$ cat src/rtl/oper_latch_if.sv
// Operator-key bundle between keypad decoder, operator latch and ALU sequencer.
// The slave side is the latch; the master side drives keys and consumes operators.
interface oper_latch_if #(
  parameter int KEY_W   = 5,
  parameter int COUNT_W = 4
);
  logic [KEY_W-1:0]   key;
  logic               press;
  logic               hold;
  logic               clear;
  logic               op_ready;
  logic [KEY_W-1:0]   op_code;
  logic               op_valid;
  logic               rejected;
  logic [COUNT_W-1:0] op_count;

  modport master (
    output key, press, hold, clear, op_ready,
    input  op_code, op_valid, rejected, op_count
  );

  modport slave (
    input  key, press, hold, clear, op_ready,
    output op_code, op_valid, rejected, op_count
  );
endinterface

$ cat src/rtl/oper_latch_hs.sv
// Operator-key register: captures an operator on a rising press edge and offers it
// to the ALU sequencer over valid/ready, with hold, clear, overwrite policy and a counter.
module oper_latch_hs #(
  parameter int               KEY_W      = 5,
  parameter int               OP_MIN     = 10,
  parameter int               OP_MAX     = 13,
  parameter logic [KEY_W-1:0] EMPTY_CODE = '1,
  parameter bit               OVERWRITE  = 1'b1,
  parameter int               COUNT_W    = 4
) (
  input  logic        clock,
  input  logic        reset,
  oper_latch_if.slave bus
);

  typedef enum logic [1:0] {
    ST_EMPTY,
    ST_PENDING,
    ST_CONSUMED
  } state_t;

  localparam logic [KEY_W-1:0]   OP_LO     = KEY_W'(OP_MIN);
  localparam logic [KEY_W-1:0]   OP_HI     = KEY_W'(OP_MAX);
  localparam logic [COUNT_W-1:0] COUNT_TOP = '1;

  state_t             state_reg;
  logic               press_q;
  logic [KEY_W-1:0]   op_code_reg;
  logic               op_valid_reg;
  logic               rejected_reg;
  logic [COUNT_W-1:0] op_count_reg;

  logic               press_edge;
  logic               key_in_range;
  logic               accept;
  logic [COUNT_W-1:0] count_inc;

  assign press_edge   = bus.press & ~press_q;
  assign key_in_range = (bus.key >= OP_LO) && (bus.key <= OP_HI);
  assign accept       = press_edge & ~bus.hold & key_in_range;
  assign count_inc    = (op_count_reg == COUNT_TOP) ? op_count_reg : op_count_reg + 1'b1;

  always_ff @(posedge clock) begin
    // press history tracks the pin even through reset/clear, so a held key never re-fires
    press_q <= bus.press;
    if (reset) begin
      state_reg    <= ST_EMPTY;
      op_code_reg  <= EMPTY_CODE;
      op_valid_reg <= 1'b0;
      rejected_reg <= 1'b0;
      op_count_reg <= '0;
    end else if (bus.clear) begin
      state_reg    <= ST_EMPTY;
      op_code_reg  <= EMPTY_CODE;
      op_valid_reg <= 1'b0;
      rejected_reg <= 1'b0;
      op_count_reg <= '0;
    end else begin
      rejected_reg <= 1'b0;
      case (state_reg)
        ST_EMPTY, ST_CONSUMED: begin
          if (accept) begin
            state_reg    <= ST_PENDING;
            op_code_reg  <= bus.key;
            op_valid_reg <= 1'b1;
            op_count_reg <= count_inc;
          end
        end
        ST_PENDING: begin
          if (accept && (bus.op_ready || OVERWRITE)) begin
            // consumed-and-reloaded in one cycle never counts as a rejection
            op_code_reg  <= bus.key;
            op_count_reg <= count_inc;
          end else if (accept) begin
            rejected_reg <= 1'b1;
          end else if (bus.op_ready) begin
            state_reg    <= ST_CONSUMED;
            op_valid_reg <= 1'b0;
          end
        end
        default: begin
          state_reg    <= ST_EMPTY;
          op_code_reg  <= EMPTY_CODE;
          op_valid_reg <= 1'b0;
        end
      endcase
    end
  end

  assign bus.op_code  = op_code_reg;
  assign bus.op_valid = op_valid_reg;
  assign bus.rejected = rejected_reg;
  assign bus.op_count = op_count_reg;

endmodule

$ cat src/flat_wrapper.sv
// flat-port wrapper written by rule: the top's interface ports become plain ports
module oper_latch_hs_flat 
#(
  parameter int               KEY_W      = 5,
  parameter int               OP_MIN     = 10,
  parameter int               OP_MAX     = 13,
  parameter logic [KEY_W-1:0] EMPTY_CODE = '1,
  parameter bit               OVERWRITE  = 1'b1,
  parameter int               COUNT_W    = 4
)
  (clock, reset, bus_key, bus_press, bus_hold, bus_clear, bus_op_ready, bus_op_code, bus_op_valid, bus_rejected, bus_op_count);
  oper_latch_if #(.KEY_W(KEY_W), .COUNT_W(COUNT_W)) bus_i ();
  input  logic clock;
  input  logic reset;
  input wire logic [$bits(bus_i.key)-1:0] bus_key;
  input wire logic [$bits(bus_i.press)-1:0] bus_press;
  input wire logic [$bits(bus_i.hold)-1:0] bus_hold;
  input wire logic [$bits(bus_i.clear)-1:0] bus_clear;
  input wire logic [$bits(bus_i.op_ready)-1:0] bus_op_ready;
  output wire logic [$bits(bus_i.op_code)-1:0] bus_op_code;
  output wire logic [$bits(bus_i.op_valid)-1:0] bus_op_valid;
  output wire logic [$bits(bus_i.rejected)-1:0] bus_rejected;
  output wire logic [$bits(bus_i.op_count)-1:0] bus_op_count;
  assign bus_i.key = bus_key;
  assign bus_i.press = bus_press;
  assign bus_i.hold = bus_hold;
  assign bus_i.clear = bus_clear;
  assign bus_i.op_ready = bus_op_ready;
  assign bus_op_code = bus_i.op_code;
  assign bus_op_valid = bus_i.op_valid;
  assign bus_rejected = bus_i.rejected;
  assign bus_op_count = bus_i.op_count;
  oper_latch_hs #(.KEY_W(KEY_W), .OP_MIN(OP_MIN), .OP_MAX(OP_MAX), .EMPTY_CODE(EMPTY_CODE), .OVERWRITE(OVERWRITE), .COUNT_W(COUNT_W)) u_core (.clock(clock), .reset(reset), .bus(bus_i));
endmodule
$ cat config.mk
export PLATFORM = sky130hd
export DESIGN_NAME = oper_latch_hs_flat
export DESIGN_NICKNAME = d
export VERILOG_FILES = /design/src/rtl/oper_latch_if.sv /design/src/rtl/oper_latch_hs.sv /design/src/flat_wrapper.sv
export SDC_FILE = /design/constraint.sdc
export NUM_CORES = 1
export LEC_CHECK = 0
export CAP_MARGIN = 20
export CORE_UTILIZATION = 40
export CTS_CLUSTER_SIZE = 8
export DETAILED_ROUTE_END_ITERATION = 10
export PLACE_DENSITY = 0.72
export SYNTH_ARGS = -nofsm -noshare
export SYNTH_HDL_FRONTEND = slang
export SYNTH_SLANG_ARGS = --single-unit
$ cat constraint.sdc
create_clock -name clock -period 1.61 [get_ports clock]
set_input_delay 0.322 -clock clock [delete_from_list [all_inputs] [get_ports clock]]
set_output_delay 0.322 -clock clock [all_outputs]
set_load 0.05 [all_outputs]
* Word-level counts from Yosys, hierarchy flattened
Index checks and enable logic that the tools add are counted.
** Storage, ports and cells
- Bits in registers :: 13
- Input bits :: 11
- Output and inout port bits :: 11
- Word-level logic and storage cells :: 37
** Operators by class
- Add/subtract/negate cells :: 1
- Order comparisons :: 2
- Eq/ne operators :: 6
- Muxes and demuxes :: 8
- Bitwise operators :: 7
- Reduce and logical (&&, ||, !) cells :: 8
** Operators by type and width (number)
- two-way mux 2 bit :: 3
- AND reduction 3 bit :: 2
- OR reduction 3 bit :: 2
- >= comparator 5 x 4 -> 1 bit, second input constant :: 1
- less-or-equal comparator 5 x 4 -> 1 bit, second input constant :: 1
- adder 4 x 1 -> 4 bit, second input constant :: 1
- == test 4 bit, second input constant :: 1
- != test 2 bit, second input constant :: 2
- NOT 1 bit :: 4
- case mux 2 bit (2 select lines) :: 1
- OR reduction 2 bit :: 2
- bitwise AND 1 bit :: 3
- two-way mux 1 bit :: 3
- == test 2 x 1 -> 1 bit, second input constant :: 1
- == test 2 bit, second input constant :: 1
- zero test 2 bit :: 1
- != test 2 x 1 -> 1 bit, second input constant :: 1
- case mux 1 bit (2 select lines) :: 1
- logical AND 1 bit :: 1

* Longest topological paths before layout
Gate-level depths: netlist of the first run.
- Word-level depth :: 6
- Depth in mapped cells :: 5
- Gate-level depth less buffers :: 4

* Worst setup path before layout of the first run
OpenSTA, ideal clock, no wires.
- Path type :: reg2reg
- Start point :: reg u_core.op_count_reg[0] (netlist: u_core.bus.op_count[0])
- End point :: reg u_core.op_count_reg[0] (netlist: u_core.bus.op_count[0])
- Library setup time :: 0.070 ns
- Data arrival time :: 1.443 ns
- Required time :: 1.540 ns
- Path slack :: 0.097 ns
- Stages on the path, launching flop included :: 5
- Buffers on the path :: 0
- Period minus slack after synthesis :: 1.513 ns
- Cells stage by stage :: dfxtp_1 > ha_1 > and3_1 > or3_1 > a21oi_1
** On the way
- Cells in the longest elaborated chain, start to end :: 3
- Elaborated cells between the ends (all ways) :: 4
- Classes of those cells :: add/sub (1); eq/ne (1); bitwise (1); reduce/logical (1)
** Ends and longest elaborated chain
- start: declaration :: RTL line oper_latch_hs.sv:31 : logic [COUNT_W-1:0] op_count_reg;
- start signal: assignment :: RTL line oper_latch_hs.sv:66 : op_count_reg <= count_inc;
- start signal: assignment :: RTL line oper_latch_hs.sv:73 : op_count_reg <= count_inc;
- parallel branches: the longest is 3 deep, another holds adder 4 x 1 -> 4 bit
Parallel ways; which one is timed is not known.
A chain may end at the register's enable or synchronous reset.

* Worst setup path after layout of the first run
- Start point :: in bus_key[4]
- End point :: reg u_core.op_count_reg[3] (netlist: u_core.bus.op_count[3])
** On the way
- Cells in the longest elaborated chain, start to end :: 4
- Elaborated cells between the ends (all ways) :: 5
- Classes of those cells :: order compare (2); bitwise (1); reduce/logical (2)
** Ends and longest elaborated chain
- start: declaration :: RTL line flat_wrapper.sv:15 : input wire logic [$bits(bus_i.key)-1:0] bus_key;
- >= comparator 5 x 4 -> 1 bit / less-or-equal comparator 5 x 4 -> 1 bit (equally long branches) :: RTL line oper_latch_hs.sv:39 : assign key_in_range = (bus.key >= OP_LO) && (bus.key <= OP_HI);
- logical AND 1 bit * :: RTL line oper_latch_hs.sv:39
- bitwise AND 1 bit * :: RTL line oper_latch_hs.sv:40 : assign accept = press_edge & ~bus.hold & key_in_range;
- AND reduction 3 bit (no line) *
Mark *: on every way between the ends. The rest lies on a longest branch, timed or not.

==> results of run 1 <==
worst min-delay path by stage:
stage | slack (ns) | startpoint | end
after floorplan | 0.35 | bus_press | u_core.press_q
after global placement | 0.43 | u_core.bus.op_code[3] | u_core.bus.op_code[3]
after detailed placement | 0.44 | u_core.bus.op_code[3] | u_core.bus.op_code[3]
final | 0.35 | bus_press | u_core.press_q
after global routing | 0.36 | bus_press | u_core.press_q
after CTS | 0.34 | bus_press | u_core.press_q
power groups by stage:
| stage | registers, mW | clock network [mW] | logic [mW] |
|---|---|---|---|
| floorplan | 0.334 | 0 | 0.0261 |
| global placement | 0.332 | 0 | 0.0701 |
| detailed placement | 0.332 | 0 | 0.0708 |
| CTS | 0.325 | 0.208 | 0.0695 |
| global route | 0.325 | 0.216 | 0.0778 |
| finish | 0.325 | 0.203 | 0.0716 |
cells in the final DEF (no fill, tap or decap), drive strengths merged:
| master | count |
|---|---|
| a2111o | 1 |
| a2111oi | 1 |
| a211oi | 1 |
| a21o | 1 |
| a21oi | 7 |
| a31oi | 1 |
| and3 | 1 |
| and4b | 1 |
| buf | 20 |
| clkbuf | 4 |
| clkdlybuf4s50 | 5 |
| conb | 1 |
| dfxtp | 13 |
| dlygate4sd2 | 2 |
| dlymetal6s2s | 3 |
| ha | 1 |
| inv | 3 |
| mux2i | 2 |
| nand2 | 2 |
| nand2b | 1 |
| nand3 | 1 |
| nand3b | 1 |
| nand4bb | 1 |
| nor2 | 3 |
| nor3 | 4 |
| o21ai | 5 |
| o22ai | 1 |
| o31a | 1 |
| o31ai | 1 |
| or2 | 1 |
| or3 | 3 |
| xnor2 | 1 |
cell families (layout without fill, tap and decap cells):
group | after synthesis | in the layout | synth area share
AO/OA/AOI/OAI | 20 | 20 | 0.215
XOR/XNOR | 1 | 1 | 0.0150
adder cells (fa/ha/maj) | 1 | 1 | 0.0215
buffers and inverters | 6 | 37 | 0.0451
flip-flops | 13 | 13 | 0.446
multiplexers | 2 | 2 | 0.0343
other | 1 | 1 | 0.00643
AND/OR/NAND/NOR | 19 | 19 | 0.217
area by class of cell:
| cell class | count | area (µm²) |
|---|---|---|
| Inverter | 3 | 11.3 |
| Multi-Input combinational cell | 44 | 318 |
| Clock buffer | 4 | 26.3 |
| Timing Repair Buffer | 30 | 293 |
| Sequential cell | 13 | 260 |
| Tap cell | 15 | 18.8 |
| Fill cell | 115 | 407 |
metrics by stage:
step / setup slack, ns / instances
2_1_floorplan: 0.0972 / 63
3_3_place_gp: -0.301 / 104
3_5_place_dp: -0.334 / 104
4_1_cts: 0.00460 / 109
5_1_grt: 0.0609 / 109
6_report: 0.106 / 109
what timing repair did:
| action | in CTS | in global routing |
|---|---|---|
| endpoints found under the setup margin | 2 | 4 |
| resized for setup | 2 | 10 |
| pin swaps | 4 | 4 |
| setup buffers | 1 | 0 |
worst register-to-register path: stages, from the launching register on:
cell and delay (ns):
dfxtp_1 0.31, nand4bb_4 0.20, a2111o_1 0.41, or3_4 0.38, a21oi_2 0.13
per-layer routing:
| metal | up-vias | wire [µm] | track usage |
|---|---|---|---|
| li1 | 295 | - | - |
| met1 | 268 | 630 | 0.231 |
| met2 | 15 | 565 | 0.286 |
| met3 | 2 | 55 | 0.0333 |
| met4 | 0 | 6 | 0.100 |
| met5 | - | 0 | 0 |
==> impl_metrics.ini, run 1 <==
[route]
route.detailed.drc = 0
vias = 580
drt-vias-per-instance = 5.32
drt_iter0_markers = 7
wl_um = 1260
postRouteAntennaNets = 0
routedWlPerCell_um = 11.5
dr.pass1.iters = 4

[floorplanning]
rows = 13
dieArea_um2 = 1610
core_um2 = 1330
die_w_um = 40.2
pin_count = 22
initial_core_util = 0.437
die_h_um = 40.2

[global_route]
grt_overflow = 0
antenna_found_initial = 0
grt_pass1_wl_um = 1930
grt_max_degree = 8
first_global_vias = 484
grtUsageTotal = 0.181

[run]
drv_cap = 0

[pwr]
p_total_uw = 599
pwr_density_cell_nw_per_um2 = 646
power_leakage_nw = 0.403
max-vdd-ir-drop_mv = 0.399
clkPwrFrac = 0.339
p_comb_frac = 0.120
swShare = 0.233
p_seq_frac = 0.542
p_int_uw = 460
p_switching_uw = 140

[critical_path]
cp_slowest_stage_delay_ns = 0.45
slowest_stage = a2111o_1
crit_end = u_core.bus.op_count[3]
r2r_slack_ns = 0.12
crit_chain = clkdlybuf4s50_1 > a2111o_1 > or3_4 > a21oi_2
crit_type = input port to flop
worstPathArrival_ns = 1.71
cp-end-kind = flop
crit_required_ns = 1.82
path_delay_family = compound AO/OA/AOI/OAI gates
crit_buf_inv = 1
timing.rr.end = u_core.bus.op_count[3]
cp-start-kind = input port
reg2reg_depth = 4
cp.depth = 4
rr_startpoint = u_core.press_q
crit_start = bus_key[4]
cp_max_fo = 4

[clock_tree]
cts.sinks = 13
insertion_delay_ns = 0.27
cts_buffer_depth = 2
ctsHtreeMaxLevel = 1
root_buffer = clkbuf_4
cts_buffers = 3
hold_buffers = 0
cts_tree = yes
clkTransAtPathRegs_ns = 0.09

[yosys]
synth_common_cells = dfxtp_1 (13), a21oi_1 (7), o21ai_0 (5)
yosysTopAreaCell = dfxtp_1
async_flop_share = 0
synth_nets = 75
syn_area_um2 = 583
netlist_instances = 63
ys_seq_area_frac = 0.446
synth.most_common_cell = dfxtp_1
ys_seq_elements = 13
ys.flop_type = dfxtp_1
yosys-top-cells-area = dfxtp_1 (45%), a21oi_1 (6.0%), nand4bb_4 (4.7%), o21ai_0 (4.3%), mux2i_1 (3.4%)
syn_avg_cell_area_um2 = 9.25
synth_top_area_frac = 0.446
yosysWarnings = 0
synth.distinct_cells = 29
synth_edf_count = 0

[timing]
post-route-period-util = 0.934
fin_tns_setup_ns = 0
min_period_ns = 1.50
slew_viol_final = 0
rsz0062_at_grt = false
finalSetupViolCount = 0
holdWs_ns = 0.346
max_freq_ghz = 0.665
hold_viol_final = 0
clock_skew_ns = 0.00725

[finish]
nets = 107
area_growth_pct = 59.0
largest_register_ffs = 5
diodes = 0
stdcell_area_um2 = 927
drive_gt1_frac = 0.319
post-route-util = 0.695

[place]
place_area_um2 = 867
numPortBuffers = 20
dp_hpwl_um = 958
place.gp.congestion = 0.811

[status]
status = finished clean

[worst_hold_path]
whs_path_depth = 1
hold_path.class = input port to flop
Power figures use the tool's default switching activity.
==> run 2, diff against run 1 <==
--- a/config.mk
+++ b/config.mk
@@ -10,6 +10,7 @@
 export CTS_CLUSTER_SIZE = 8
 export DETAILED_ROUTE_END_ITERATION = 10
 export PLACE_DENSITY = 0.72
+export RECOVER_POWER = 100
 export SYNTH_ARGS = -nofsm -noshare
 export SYNTH_HDL_FRONTEND = slang
 export SYNTH_SLANG_ARGS = --single-unit
==> constraint.sdc (replaced) <==
create_clock -name clock -period 1.43 [get_ports clock]
set_input_delay 0.286 -clock clock [delete_from_list [all_inputs] [get_ports clock]]
set_output_delay 0.286 -clock clock [all_outputs]
set_load 0.05 [all_outputs]
==> run 2 against run 1 <==
Net effect:
- the run now ends with setup timing left
- sequential power rose by 13%
- cell area increased by 14%
- first-iteration DRC count rose by 57%
- wire length increased by 19%
- cell count up 1.8%
- setup slack worse by 0.18 ns
- register-to-register slack lost 0.19 ns
- count of clock-buffer cells in the layout did not move
- sequential cell count is the same
- via count up 3.8%
- clock skew down 0.0049 ns
- clock power rose by 12%
- largest power group unchanged
==> impl_metrics.ini, run 2 (same netlist as run 1, synthesis figures left out) <==
[status]
failed_checks = setup timing
status = finished, violations left

[route]
wl_um = 1490
drt_iter0_markers = 11
routedWlPerCell_um = 13.4
postRouteAntennaNets = 0
route.detailed.drc = 0
drt-vias-per-instance = 5.42
dr.pass1.iters = 4
vias = 602

[finish]
area_growth_pct = 81.1
nets = 109
diodes = 0
num-fill-cells = 79
drive_gt1_frac = 0.396
largest_register_ffs = 5
mostFrequentLayoutCells = buf_12 (10), dfxtp_1 (10), buf_4 (9)

[pwr]
p_int_uw = 520
p_seq_frac = 0.535
max-vdd-ir-drop_mv = 0.744
p_total_uw = 684
p_comb_frac = 0.131
pwr_density_cell_nw_per_um2 = 648
power_leakage_nw = 0.440
p_switching_uw = 164
clkPwrFrac = 0.334
swShare = 0.240

[timing]
slew_viol_final = 0
rsz0062_at_grt = true
hold_viol_final = 0
post-route-period-util = 1.05
finalSetupViolCount = 4
clock_skew_ns = 0.00233
max_freq_ghz = 0.667
holdWs_ns = 0.316
min_period_ns = 1.50
layout_setup_ws_ns = -0.0690

[critical_path]
crit_required_ns = 1.60
cp_max_fo = 6
cp_slowest_stage_delay_ns = 0.32
crit_top_cell = buf_6
slowest_stage = dfxtp_2
cp-start-kind = flop
crit_type = flop to flop
worstPathArrival_ns = 1.67
cp-end-kind = flop
crit_chain = nand4bb_4 > buf_6 > buf_6 > nor3_4 > buf_6 > mux2i_1 > nand2_1

[clock_tree]
cts_tree = yes
cts.sinks = 13
clkTransAtPathRegs_ns = 0.08
cts_buffer_depth = 2
cts_buffers = 3
root_buffer = clkbuf_4
insertion_delay_ns = 0.27
ctsHtreeMaxLevel = 1

[floorplanning]
initial_core_util = 0.437
die_w_um = 40.2
pin_count = 22
die_h_um = 40.2
rows = 13
dieArea_um2 = 1610
core_um2 = 1330

[global_route]
antenna_found_initial = 0
first_global_vias = 531
grtUsageTotal = 0.202
grt_pass1_wl_um = 2150
grt_max_degree = 8
grt_overflow = 0

[place]
place.gp.congestion = 0.791
dp_hpwl_um = 1090
numPortBuffers = 20

[run]
drv_cap = 0

[worst_hold_path]
hold_path.class = input port to flop
-- run 2: cell types whose count changed in the layout (fill, tap and decap cells not counted), sizes merged --
| cell | previous run | this run |
|---|---|---|
| dlygate4sd2 | 2 | 5 |
| dlymetal6s2s | 3 | 0 |
| buf | 20 | 22 |
-- run 2: final timing paths --
check             cells past startpoint  slack (ns)             startpoint               endpoint
setup / recovery                      7       -0.07         u_core.press_q  u_core.bus.op_code[0]
hold / removal                        1        0.32              bus_press         u_core.press_q
setup reg to reg                      7       -0.07         u_core.press_q  u_core.bus.op_code[0]
hold reg to reg                       2        0.52  u_core.bus.op_code[4]  u_core.bus.op_code[4]
-- run 2: metal layers --
metal,part of all wire,vias to the layer above,GRT usage
met5,0,-,0
met4,0.0060,0,0.0500
met3,0.047,2,0.0500
met2,0.51,20,0.339
met1,0.44,282,0.258
li1,-,298,-
-- run 2: power groups by stage --
| stage | Sequential (mW) | Clock (mW) | Combinational, mW |
|---|---|---|---|
| 6_report | 0.366 | 0.228 | 0.0900 |
| 5_1_grt | 0.366 | 0.249 | 0.0968 |
| 4_1_cts | 0.366 | 0.232 | 0.0834 |
| 3_5_place_dp | 0.374 | 0 | 0.0825 |
| 3_3_place_gp | 0.374 | 0 | 0.0809 |
| 2_1_floorplan | 0.376 | 0 | 0.0297 |
-- run 2: what timing repair did --
item                                    in CTS  in global routing
hold buffers                                 0                  0
endpoints found under the setup margin       7                  8
pin swaps                                    6                  7
gates resized for setup                      8                 11
buffers inserted                             1                  0
cloned                                       0                  0
-- run 2: area by class of cell --
class | instances | area, µm² | area share
Inverter | 3 | 11.3 | 0.0107
Timing Repair Buffer | 32 | 395 | 0.374
Sequential cell | 13 | 264 | 0.250
Tap cell | 15 | 18.8 | 0.0178
Multi-Input combinational cell | 44 | 340 | 0.322
Clock buffer | 4 | 26.3 | 0.0249
-- run 2: stage by stage --
stage | std cells | utilization | setup WS (ns) | cell area [µm²] | TNS (ns)
after floorplan | 63 | - | -0.0173 | 587 | -0.0173
after global placement | 106 | 0.730 | -0.440 | 973 | -3.43
after detailed placement | 106 | 0.730 | -0.487 | 973 | -3.90
after CTS | 111 | 0.764 | -0.0910 | 1020 | -0.0995
after global routing | 111 | 0.792 | -0.129 | 1060 | -0.578
final | 111 | 0.792 | -0.0690 | 1060 | -0.135
-- run 2: critical path, delay by kind of cell, from the launching register on --
| kind | cells | cell delay (ns) |
|---|---|---|
| buf+inv | 3 | 0.40 |
| flops | 1 | 0.32 |
| mux | 1 | 0.19 |
| simple gates | 3 | 0.49 |
==> RTL edit 1, RTL diff (flow settings as in run 2) <==
`COUNT_W` is set to 4 in 3 places; all go to 6.
--- a/src/rtl/oper_latch_if.sv
+++ b/src/rtl/oper_latch_if.sv
@@ -3,5 +3,5 @@
 interface oper_latch_if #(
   parameter int KEY_W   = 5,
-  parameter int COUNT_W = 4
+  parameter int COUNT_W = 6
 );
   logic [KEY_W-1:0]   key;
--- a/src/rtl/oper_latch_hs.sv
+++ b/src/rtl/oper_latch_hs.sv
@@ -7,5 +7,5 @@
   parameter logic [KEY_W-1:0] EMPTY_CODE = '1,
   parameter bit               OVERWRITE  = 1'b1,
-  parameter int               COUNT_W    = 4
+  parameter int               COUNT_W    = 6
 ) (
   input  logic        clock,
--- a/src/flat_wrapper.sv
+++ b/src/flat_wrapper.sv
@@ -7,5 +7,5 @@
   parameter logic [KEY_W-1:0] EMPTY_CODE = '1,
   parameter bit               OVERWRITE  = 1'b1,
-  parameter int               COUNT_W    = 4
+  parameter int               COUNT_W    = 6
 )
   (clock, reset, bus_key, bus_press, bus_hold, bus_clear, bus_op_ready, bus_op_code, bus_op_valid, bus_rejected, bus_op_count);
Interface: changed (resized bus_op_count); port bits go from 22 to 24. The function was not compared with the original's and may differ.
==> RTL edit 1 against run 2 <==
Critical path depth shrank 2. Synthesized cell count rose by 27%. The flow still finishes with violations (setup timing). Non-clock buffer count grew 11. Power rose by 12%. Synthesized area grew 21%. Worst setup slack worse by 0.070 ns. Sequential power is 14% higher. Sequential cell count grew 2. Die area up 20%. Largest cell class is now multi-input gates. Wire length up 61%. Final area grew 21%.
==> RTL edit 1: results (changes against run 2) <==
| Metric | Value |
|---|---|
| Placed cells | `133 (was 106)` |
| Setup Viol. Count Final | `7 (was 4)` |
| CP Max Fanout | `3 (was 6)` |
| Post-Syn Nets | `92 (was 75)` |
| WL met3 | `96 microns (was 70 microns)` |
| Vias/cell | `5.736 (was 5.423)` |
| Post-CTS Setup Inserts | `0 (was 1)` |
| Cell Area, Placed | `1226 sq um (was 973.4 sq um)` |
| Met2 routed WL | `1.315 mm (was 757 microns)` |
| Status | `finished, violations left (unchanged)` |
| # resized after CTS | `15 (was 8)` |
| RePlAce Congestion | `0.7784 (was 0.7910)` |
| Setup TNS | `-0.3444 ns (was -0.1346 ns)` |
| Clock transition at path regs | `0.10 ns (was 0.08 ns)` |
| Final Net Count | `137 (was 109)` |
| Top cells by count, synth | `dfxtp_1 (15), a21oi_1 (8), nand2_1 (8), nor2_1 (7), nand3_1 (5) (was dfxtp_1 (13), a21oi_1 (7), o21ai_0 (5), nor3_1 (4))` |
| Syn Area/Cell | `8.837 sq um (was 9.255 sq um)` |
| DR WL/cell | `17.12 microns (was 13.43 microns)` |
| DR iter-0 viols | `18 (was 11)` |
| Total global routing track utilization | `25.30% (was 20.18%)` |
| Failing checks | `setup timing (unchanged)` |
| Fraction of layout cells with a size suffix above 1 | `49.19% (was 39.58%)` |
| Number of global-route vias before repair | `772 (was 531)` |
| Clock Skews | `0.001385 ns (was 0.002328 ns)` |
| Pin count of the biggest net entering global routing | `10 (was 8)` |
| HPWL Detailed | `1.446 mm (was 1.093 mm)` |
| Non-filler cells in the finished layout | `140 (was 111)` |
| Max reg flops | `6 (was 5)` |
| Sw Ratio | `26.23% (was 24.00%)` |
| Setup ws final | `-0.1390 ns (was -0.06905 ns)` |
| First-pass iteration count of the detailed router | `6 (was 4)` |
| M2 GR Usage | `45.59% (was 33.87%)` |
| Met1 wire length | `953 microns (was 654 microns)` |
==> RTL edit 1: final timing paths <==
| check | start | end | cells after the start |
|---|---|---|---|
| setup / recovery | u_core.bus.op_count[1] | u_core.bus.op_count[3] | 5 |
| hold / removal | bus_press | u_core.press_q | 1 |
| setup reg to reg | u_core.bus.op_count[1] | u_core.bus.op_count[3] | 5 |
| hold reg to reg | u_core.bus.op_code[4] | u_core.bus.op_code[4] | 2 |
==> RTL edit 1: logic make-up after synthesis <==
group,after synthesis,synth area share (%)
DFF,15,42.48
buffers and inverters,5,3.187
adders and majority gates,1,1.770
AOI/OAI and AO/OA,18,16.64
xor gates and xnor gates,1,1.239
other,1,0.5305
and+or+nand+nor,38,32.74
muxes,1,1.416
==> RTL edit 1: power groups by stage <==
| stage | registers, W | logic, W | clock network, W |
|---|---|---|---|
| 2_1_floorplan | 0.000429 | 0.0000342 | 0 |
| 3_3_place_gp | 0.000427 | 0.0000824 | 0 |
| 3_5_place_dp | 0.000427 | 0.0000853 | 0 |
| 4_1_cts | 0.000417 | 0.0000841 | 0.000258 |
| 5_1_grt | 0.000418 | 0.0000959 | 0.000273 |
| 6_report | 0.000418 | 0.0000912 | 0.000260 |
==> RTL edit 1: worst max-delay path: stages (launching register included) <==
cell,delay (ns)
dfxtp_4,0.36
ha_4,0.16
and3_4,0.17
and3_4,0.18
or4b_1,0.49
a21oi_1,0.14
==> RTL edit 1: final cells by class <==
cell class	instances	area, sq um	area share (%)
Clock inverter	1	5.005	0.3910
Multi-Input combinational cell	60	495.5	38.71
Inverter	2	7.507	0.5865
Timing Repair Buffer	43	419.2	32.75
Clock buffer	3	22.52	1.760
Tap cell	16	20.02	1.564
Sequential cell	15	310.3	24.24
==> RTL edit 2, RTL diff (settings of run 2) <==
Without the edit above. `OVERWRITE` is set to 1'b1 in 2 places; all go to 1'b0.
--- a/src/rtl/oper_latch_hs.sv
+++ b/src/rtl/oper_latch_hs.sv
@@ -6,5 +6,5 @@
   parameter int               OP_MAX     = 13,
   parameter logic [KEY_W-1:0] EMPTY_CODE = '1,
-  parameter bit               OVERWRITE  = 1'b1,
+  parameter bit               OVERWRITE  = 1'b0,
   parameter int               COUNT_W    = 4
 ) (
--- a/src/flat_wrapper.sv
+++ b/src/flat_wrapper.sv
@@ -6,5 +6,5 @@
   parameter int               OP_MAX     = 13,
   parameter logic [KEY_W-1:0] EMPTY_CODE = '1,
-  parameter bit               OVERWRITE  = 1'b1,
+  parameter bit               OVERWRITE  = 1'b0,
   parameter int               COUNT_W    = 4
 )
Check against the original RTL: not equivalent (Yosys sat finds a counterexample within 4 cycles, from zero or initial values).
==> RTL edit 2 against run 2 <==
Critical path depth down 3. Worst setup slack better by 0.076 ns. Clock skew up 0.00066 ns. Synthesized area up 1.7%. Final area up 11%. Core utilization up 8.4 points. Global-route usage up 5.0 points. Power up 13%. First-iteration DRC count up 130%. Wire length up 16%. Sequential cell count up 1. Clock power up 29%. Count of clock-buffer cells in the layout unchanged.
==> RTL edit 2: results (changes against run 2) <==
| Metric | Value |
|---|---|
| IO Port Bufs | `21 (was 20)` |
| Critical R2R Launch | `u_core.bus.op_count[1] (was u_core.press_q)` |
| Status | `completed (was finished, violations left)` |
| Final Net Count | `121 (was 109)` |
| Met1 wire length | `695 microns (was 654 microns)` |
| Sequential element share of the synthesized area | `47.26% (was 44.64%)` |
| Met2 routed WL | `892 microns (was 757 microns)` |
| Ys flop type | `dfxtp_1 (unchanged)` |
| DR WL/cell | `14.02 microns (was 13.43 microns)` |
| Hold WS | `0.2426 ns (was 0.3158 ns)` |
| DR iter-0 viols | `25 (was 11)` |
| Reg2Reg Setup Slack | `0.007 ns (was -0.07 ns)` |
| GRT met3 Usage | `7.778% (was 5.000%)` |
| Post-Syn Nets | `77 (was 75)` |
| Mapped Cells | `65 (was 63)` |
| Total global routing track utilization | `25.20% (was 20.18%)` |
| First-pass GRT wire length | `2.539 mm (was 2.152 mm)` |
| Synth area leaders | `dfxtp_1 (47%), a21oi_1 (6.8%), nand2_1 (4.4%) (was dfxtp_1 (45%), a21oi_1 (6.0%), nand4bb_4 (4.7%))` |
| Clk Latency, worst-skew pair | `0.29 ns (was 0.27 ns)` |
| M2 GR Usage | `40.48% (was 33.87%)` |
| FMAX | `702.9 MHz (was 667.1 MHz)` |
| Dpl ws | `-0.5355 ns (was -0.4868 ns)` |
| Placed cells | `114 (was 106)` |
| Clock Skews | `0.002983 ns (was 0.002328 ns)` |
| Peak supply drop | `497.4 uV (was 744.2 uV)` |
| HPWL Detailed | `1.178 mm (was 1.093 mm)` |
| Leakage power figure | `0.4879 nW (was 0.4396 nW)` |
| Fraction of layout cells with a size suffix above 1 | `47.22% (was 39.58%)` |
| Vias/cell | `5.488 (was 5.423)` |
| Top cells by count, synth | `dfxtp_1 (14), a21oi_1 (8), nand2_1 (7), nand3_1 (4), nor2_1 (4) (was dfxtp_1 (13), a21oi_1 (7), o21ai_0 (5), nor3_1 (4))` |
| Cell Area, Placed | `1055 sq um (was 973.4 sq um)` |
| Final wirelength | `1.725 mm (was 1.491 mm)` |
| CP Max Fanout | `7 (was 6)` |
| Pin count of the biggest net entering global routing | `9 (was 8)` |
| Yosys cell types | `28 (was 29)` |
| Number of global-route vias before repair | `560 (was 531)` |
| Met1 Usage GRT | `28.96% (was 25.76%)` |
| RePlAce Congestion | `0.7137 (was 0.7910)` |
| WL met3 | `125 microns (was 70 microns)` |
[RTL edit 2: cell types whose count changed after synthesis, moves of 2 or more]
cell / change
o31ai_1: +2
or4_1: +2
clkbuf_1: -2
nor3_1: -3
or3_1: -2
mux2i_1: -2
nand2_1: +5
o21ai_0: -4
nand3_1: +3
[RTL edit 2: critical path, stage by stage, from the launching register on]
cell	delay, ns
dfxtp_4	0.36
ha_4	0.15
a32o_2	0.28
or4_1	0.40
a21oi_1	0.16
[RTL edit 2: path summary, 6_finish.rpt]
| check | endpoint | depth (start not counted) |
|---|---|---|
| worst max-delay path | u_core.bus.op_count[3] | 4 |
| worst min-delay path | u_core.press_q | 1 |
| worst max register to register | u_core.bus.op_count[3] | 4 |
| worst min register to register | u_core.bus.op_code[4] | 2 |
[RTL edit 2: repair_timing]
| item | CTS | global route |
|---|---|---|
| setup buffers | 5 | 0 |
| endpoints found under the setup margin | 6 | 3 |
| pin swaps | 6 | 1 |
| resized for setup | 13 | 3 |
[RTL edit 2: kinds of logic (layout without fill, tap and decap cells)]
family	count (synthesis)	in the layout	share of synthesized area (%)
and+or+nand+nor	28	28	27.01
AOI/OAI and AO/OA	17	17	18.78
DFF	14	14	47.26
buffers and inverters	4	47	3.376
adders and majority gates	1	1	2.109
xor gates and xnor gates	1	1	1.477
[RTL edit 2: layout make-up]
type                            count  area, sq um
Fill cell                          63        165.2
Inverter                            2        7.507
Tap cell                           15        18.77
Multi-Input combinational cell     47        350.3
Clock buffer                        4        36.28
Sequential cell                    14        290.3
Timing Repair Buffer               41        465.4
[RTL edit 2: power by group]
part	internal (W)	switching, W
registers	0.000388	0.00000218
clock network	0.000155	0.000140
logic	0.0000509	0.0000371
total	0.000594	0.000179
